==> src/rtl/xsd_pkg.sv <==
// Shared types and the decode rule for the XOR/conditional-shift byte decoder.
package xsd_pkg;

    localparam int BYTE_W = 8;

    typedef enum logic {
        NOKEY = 1'b0,
        RUN   = 1'b1
    } state_t;

    typedef struct packed {
        logic [BYTE_W-1:0] data;
        logic              amb;
        logic              err;
    } entry_t;

    // With key[7]=1 the encoder shifted left, so the top plaintext bit is gone
    // and a set LSB in the encoded byte cannot have come from a valid encode.
    function automatic entry_t decode(input logic [BYTE_W-1:0] key,
                                      input logic [BYTE_W-1:0] enc);
        entry_t e;
        if (key[BYTE_W-1]) begin
            e.data = {1'b0, enc[BYTE_W-1:1] ^ key[BYTE_W-2:0]};
            e.amb  = 1'b1;
            e.err  = enc[0];
        end else begin
            e.data = enc ^ key;
            e.amb  = 1'b0;
            e.err  = 1'b0;
        end
        return e;
    endfunction

endpackage

==> src/rtl/xsd_fifo.sv <==
// Synchronous FIFO of decoded entries; head output holds the last popped entry while empty.
module xsd_fifo
    import xsd_pkg::*;
#(
    parameter int DEPTH = 4
) (
    input  logic   clk,
    input  logic   rst_n,
    input  logic   push,
    input  entry_t push_data,
    input  logic   pop,
    output logic   full,
    output logic   empty,
    output entry_t head
);

    localparam int AW = $clog2(DEPTH);
    localparam logic [AW:0] PTR_ONE = {{AW{1'b0}}, 1'b1};

    entry_t      mem [DEPTH];
    entry_t      last_q;
    logic [AW:0] wr_ptr;
    logic [AW:0] rd_ptr;
    logic        do_push;
    logic        do_pop;

    assign empty   = (wr_ptr == rd_ptr);
    assign full    = (wr_ptr[AW-1:0] == rd_ptr[AW-1:0]) && (wr_ptr[AW] != rd_ptr[AW]);
    assign do_push = push && !full;
    assign do_pop  = pop && !empty;
    assign head    = empty ? last_q : mem[rd_ptr[AW-1:0]];

    always_ff @(posedge clk) begin
        if (do_push) begin
            mem[wr_ptr[AW-1:0]] <= push_data;
        end
    end

    // last_q keeps the most recently delivered entry visible once the FIFO drains.
    always_ff @(posedge clk) begin
        if (!rst_n) begin
            wr_ptr <= '0;
            rd_ptr <= '0;
            last_q <= '0;
        end else begin
            if (do_push) begin
                wr_ptr <= wr_ptr + PTR_ONE;
            end
            if (do_pop) begin
                rd_ptr <= rd_ptr + PTR_ONE;
                last_q <= mem[rd_ptr[AW-1:0]];
            end
        end
    end

endmodule

==> src/rtl/xor_shift_decoder.sv <==
// Decodes XOR/conditional-shift encoded bytes against a loaded key into a small output FIFO.
// Build option: define XSD_ERR_COUNT_EN to build the saturating format-error counter.
module xor_shift_decoder
    import xsd_pkg::*;
#(
    parameter int DEPTH = 4,
    parameter int CNT_W = 8
) (
    input  logic              clk,
    input  logic              rst_n,
    input  logic              key_load,
    input  logic [BYTE_W-1:0] key_in,
    input  logic              in_valid,
    output logic              in_ready,
    input  logic [BYTE_W-1:0] in_data,
    output logic              out_valid,
    input  logic              out_ready,
    output logic [BYTE_W-1:0] out_data,
    output logic              out_amb,
    output logic              out_err,
    output logic              key_valid,
    output logic [CNT_W-1:0]  err_count
);

    // Both streams transfer on a clock edge where valid && ready; a source holds
    // its payload stable while valid=1 and ready=0. in_ready never looks at out_ready.

    state_t            state;
    state_t            state_n;
    logic [BYTE_W-1:0] key_q;
    logic              fifo_full;
    logic              fifo_empty;
    logic              push;
    logic              pop;
    entry_t            in_entry;
    entry_t            head;

    always_ff @(posedge clk) begin
        if (!rst_n) begin
            state <= NOKEY;
            key_q <= '0;
        end else begin
            state <= state_n;
            if (key_load) begin
                key_q <= key_in;
            end
        end
    end

    always_comb begin
        state_n  = state;
        in_ready = 1'b0;
        case (state)
            NOKEY: begin
                if (key_load) begin
                    state_n = RUN;
                end
            end
            RUN: begin
                in_ready = !fifo_full;
            end
            default: state_n = NOKEY;
        endcase
    end

    assign key_valid = (state == RUN);
    assign push      = in_valid && in_ready;
    assign pop       = out_valid && out_ready;
    assign in_entry  = decode(key_q, in_data);

    xsd_fifo #(
        .DEPTH(DEPTH)
    ) u_fifo (
        .clk      (clk),
        .rst_n    (rst_n),
        .push     (push),
        .push_data(in_entry),
        .pop      (pop),
        .full     (fifo_full),
        .empty    (fifo_empty),
        .head     (head)
    );

    assign out_valid = !fifo_empty;
    assign out_data  = head.data;
    assign out_amb   = head.amb;
    assign out_err   = head.err;

`ifdef XSD_ERR_COUNT_EN
    logic [CNT_W-1:0] err_cnt_q;

    always_ff @(posedge clk) begin
        if (!rst_n) begin
            err_cnt_q <= '0;
        end else if (push && in_entry.err && (err_cnt_q != {CNT_W{1'b1}})) begin
            err_cnt_q <= err_cnt_q + {{(CNT_W-1){1'b0}}, 1'b1};
        end
    end

    assign err_count = err_cnt_q;
`else
    assign err_count = '0;
`endif

endmodule

==> config.mk <==
export PLATFORM = sky130hd
export DESIGN_NAME = xor_shift_decoder
export DESIGN_NICKNAME = d
export VERILOG_FILES = /design/src/rtl/xsd_pkg.sv /design/src/rtl/xsd_fifo.sv /design/src/rtl/xor_shift_decoder.sv
export SDC_FILE = /design/constraint.sdc
export NUM_CORES = 1
export LEC_CHECK = 0
export ABC_CLOCK_PERIOD_IN_PS = 2100
export CAP_MARGIN = 20
export CORE_MARGIN = 5
export CORE_UTILIZATION = 50
export DETAILED_ROUTE_END_ITERATION = 10
export PLACE_DENSITY = 0.74
export SYNTH_ARGS = -nofsm -noshare
export SYNTH_HDL_FRONTEND = slang
export SYNTH_SLANG_ARGS = --single-unit
==> constraint.sdc <==
create_clock -name clk -period 2.1 [get_ports clk]
set_input_delay 0.42 -clock clk [delete_from_list [all_inputs] [get_ports clk]]
set_output_delay 0.42 -clock clk [all_outputs]
set_load 0.05 [all_outputs]
==> metrics.txt <==
# TYPE chip_impl_metric gauge
chip_impl_info{name="result_of_the_run",value="finished, violations left"} 1
chip_impl_info{name="failed_checks",value="negative setup slack"} 1
chip_impl_metric{name="first_pass_grt_wire_length",unit="um"} 8170
chip_impl_metric{name="min_period_over_period",unit="%"} 105
chip_impl_metric{name="port_buffers",unit=""} 33
chip_impl_metric{name="starting_density",unit="%"} 51.8
chip_impl_info{name="synth_top_area_cell",value="edfxtp_1"} 1
chip_impl_metric{name="syn_inst",unit=""} 219
chip_impl_metric{name="detailroute.via_count",unit=""} 1743
chip_impl_metric{name="detail_route.wirelength",unit="um"} 5080
chip_impl_info{name="setup_repair_after_global_routing_missed_its_margin",value="true"} 1
chip_impl_metric{name="fillerInstances",unit=""} 467
chip_impl_info{name="worst_setup_start_kind",value="flop"} 1
chip_impl_metric{name="wl_per_instance",unit="um"} 14.8
chip_impl_metric{name="post-route-drc-count",unit=""} 0
chip_impl_metric{name="layout.nets",unit=""} 290
chip_impl_metric{name="max_cap_violations",unit=""} 0
chip_impl_metric{name="post-route-worst-setup-slack",unit="ns"} -0.114
chip_impl_metric{name="final.setup.tns",unit="ns"} -0.913
chip_impl_metric{name="maxClockFrequency",unit="MHz"} 452
chip_impl_metric{name="ant_nets",unit=""} 0
chip_impl_metric{name="maximum_number_of_pins_on_one_net_before_global_route_repair",unit=""} 21
chip_impl_metric{name="worstPathMaxFanout",unit=""} 5
chip_impl_metric{name="actual_slew_at_the_worst_max_slew_pin",unit="ns"} 0.551
chip_impl_metric{name="power.static_leakage",unit="nW"} 1.38
chip_impl_metric{name="post_synth.cell_area_avg",unit="um^2"} 14.1
chip_impl_metric{name="layout-drive-gt1-share",unit="%"} 25.3
chip_impl_metric{name="yosysSeqAreaShare",unit="%"} 56.5
chip_impl_metric{name="clk_pin_slew_worst_paths",unit="ns"} 0.07
chip_impl_info{name="root_buffer",value="clkbuf_8"} 1
chip_impl_metric{name="max_stage_delay",unit="ns"} 0.54
chip_impl_metric{name="rows",unit=""} 28
chip_impl_metric{name="clock-sinks",unit=""} 67
chip_impl_metric{name="cp.arrival",unit="ns"} 1.79
chip_impl_metric{name="clock_tree.htree_level_count",unit=""} 3
chip_impl_info{name="yosysMostFrequentCell",value="edfxtp_1"} 1
chip_impl_metric{name="slew_headroom",unit="%"} 63.2
chip_impl_metric{name="vias_per_cell",unit=""} 5.07
chip_impl_metric{name="hold_slack",unit="ns"} 0.463
chip_impl_metric{name="yosysWarnings",unit=""} 0
chip_impl_metric{name="clock_latency",unit="ns"} 0.33
chip_impl_metric{name="cts.hold.buffers_added",unit=""} 0
chip_impl_metric{name="instances_no_fill",unit=""} 344
chip_impl_metric{name="num_io_pins",unit=""} 42
chip_impl_info{name="critPathMostFrequentCell",value="buf_6"} 1
chip_impl_info{name="timing.critical_path.slowest_stage_cell",value="mux4_2"} 1
chip_impl_metric{name="synth-async-reset-ratio",unit="%"} 0
chip_impl_metric{name="first_global_vias",unit=""} 1700
chip_impl_metric{name="required",unit="ns"} 1.68
chip_impl_metric{name="final_max_slew_viol_count",unit=""} 0
chip_impl_metric{name="cts-buffers-inserted",unit=""} 9
chip_impl_metric{name="detailedRoute.firstIterationViolations",unit=""} 114
chip_impl_metric{name="critPathBufInv",unit=""} 2
chip_impl_info{name="cp_top_family",value="multiplexers"} 1
chip_impl_metric{name="post_synth_instance_area",unit="um^2"} 3080
chip_impl_metric{name="synth_top_cell_area_share",unit="%"} 38.9
chip_impl_metric{name="final_design_area_no_fill",unit="um^2"} 3750
chip_impl_info{name="yosys_most_used_dff",value="edfxtp_1"} 1
chip_impl_info{name="clock_tree_from_tritoncts",value="built"} 1
chip_impl_metric{name="post-route-min-period",unit="ns"} 2.21
chip_impl_info{name="series_of_cell_instances_along_the_critical_path",value="buf_6 > mux4_2 > mux2_4 > buf_6"} 1
chip_impl_metric{name="remaining_global_route_overflow",unit=""} 0
chip_impl_metric{name="design.die.area",unit="um^2"} 7840
chip_impl_metric{name="die_boundary_width",unit="um"} 88.5
chip_impl_metric{name="total_routing_usage_reported_by_global_routing",unit="%"} 14.2
chip_impl_metric{name="final-hold-violation-count",unit=""} 0
chip_impl_metric{name="place.detailed.hpwl",unit="um"} 3740
chip_impl_metric{name="antenna_found_initial",unit=""} 0
chip_impl_metric{name="dp.cells",unit=""} 326
chip_impl_info{name="critPathCaptureType",value="output pin"} 1
chip_impl_info{name="worstSetupPathType",value="reg -> out"} 1
chip_impl_metric{name="antennaDiodeCount",unit=""} 0
chip_impl_metric{name="ir_worst_vdd",unit="uV"} 424
chip_impl_metric{name="total_power_density_per_cell_area",unit="nW/um^2"} 887
chip_impl_metric{name="die_height",unit="um"} 88.5
chip_impl_metric{name="syn_to_final_growth",unit="%"} 21.6
chip_impl_metric{name="total_of_endpoints_with_negative_setup_slack_in_the_final_report",unit=""} 10
chip_impl_metric{name="number_of_synthesized_register_bits",unit=""} 67
chip_impl_metric{name="synth_enable_flop_cells",unit=""} 40
chip_impl_info{name="worst_hold_path_type",value="reg -> reg"} 1
chip_impl_metric{name="fin_worst_skew",unit="ns"} 0.00941
chip_impl_info{name="synth_area_leaders",value="edfxtp_1, dfxtp_1, mux2i_1"} 1
chip_impl_metric{name="ys_types",unit=""} 30
chip_impl_metric{name="dp_slack",unit="ns"} 0.109
chip_impl_metric{name="core_area",unit="um^2"} 5960
chip_impl_metric{name="clockBufferDepth",unit=""} 2
chip_impl_metric{name="first_pass_iters",unit=""} 4
chip_impl_metric{name="gpl.final_weighted_congestion",unit=""} 0.758
chip_impl_metric{name="placed_cell_area",unit="um^2"} 3480
chip_impl_info{name="netlist_top_cells_count",value="edfxtp_1, mux2i_1, nand2_1"} 1
-- final timing paths --
| check | from | to | slack (ns) | depth (start not counted) |
|---|---|---|---|---|
| min | u_fifo.last_q[3] | u_fifo.last_q[3] | 0.46 | 2 |
| min reg2reg | u_fifo.last_q[3] | u_fifo.last_q[3] | 0.46 | 2 |
| max reg2reg | u_fifo.rd_ptr[1] | u_fifo.mem[3][1] | 0.34 | 4 |
| max | flop | out_data[3] | -0.11 | 4 |
-- cell families (layout without fill, tap and decap cells) --
family,after synthesis,after routing,synth area share (%)
adder cells (fa/ha/maj),5,5,2.03
AO/OA/AOI/OAI,9,9,2.64
flip-flops,67,67,56.5
other,1,8,0.122
multiplexers,50,50,21.7
XOR/XNOR,13,13,4.42
AND/OR/NAND/NOR,50,50,8.19
buffers and inverters,24,67,4.46
-- what timing repair did --
action	CTS	global route
setup endpoints to repair	10	10
gates resized for setup	16	1
pin swaps	2	0
buffers inserted	2	0
-- state kept, by name, summed over array words and instances, names as in the netlist, named ones only --
name,flops
u_fifo.wr_ptr,3
u_fifo.rd_ptr,3
u_fifo.last_q,10
key_q,8
key_valid,1
u_fifo.mem,40
-- tightest hold or removal path, stage by stage, from the launching register on --
cell     delay, ns
dfxtp_1       0.32
nand2_1       0.05
mux2i_1       0.05
-- per-layer routing --
layer  share of wire, %  up-vias  track usage, %
met5                  0        -               0
met4                2.0        0            7.83
li1                   -      869               -
met2                 44       43            20.7
met3                4.7        8            2.98
met1                 49      823            19.7
-- power by group --
part           switching, mW  leakage (nW)  internal [mW]
Combinational          0.428         0.699          0.353
Sequential            0.0339         0.585           1.46
Clock                  0.443        0.0983          0.612
-- through the flow --
| stage | total power, mW | utilization [%] |
|---|---|---|
| finish | 3.33 | 63.0 |
| global route | 3.47 | 63.0 |
| CTS | 3.37 | 63.0 |
| detailed placement | 2.26 | 58.4 |
| global placement | 2.24 | 58.4 |
| floorplan | 2.07 | - |
-- placed cells by master, fill, tap and decap left out, drive strengths merged --
cell,n
o211ai,4
nor2b,9
conb,8
mux2i,30
o21a,1
clkdlybuf4s50,21
mux4,10
nand2,30
a31oi,2
edfxtp,40
o31ai,1
buf,25
xor2,3
clkinv,1
xnor2,10
dfxtp,27
inv,5
ha,5
bufinv,1
clkbuf,14
and4b,2
nand2b,1
mux2,10
nand3,2
o311ai,1
and2,6
-- layout make-up --
cell class	count	area [um^2]	area share (%)
timing repair buffer	46	459	12.2
sequential	67	1740	46.5
clock inverter	2	33.8	0.901
inverter	5	18.8	0.500
tap	75	93.8	2.50
multi-input combinational	135	1240	33.0
clock buffer	14	163	4.34
Power figures use the tool's default switching activity.
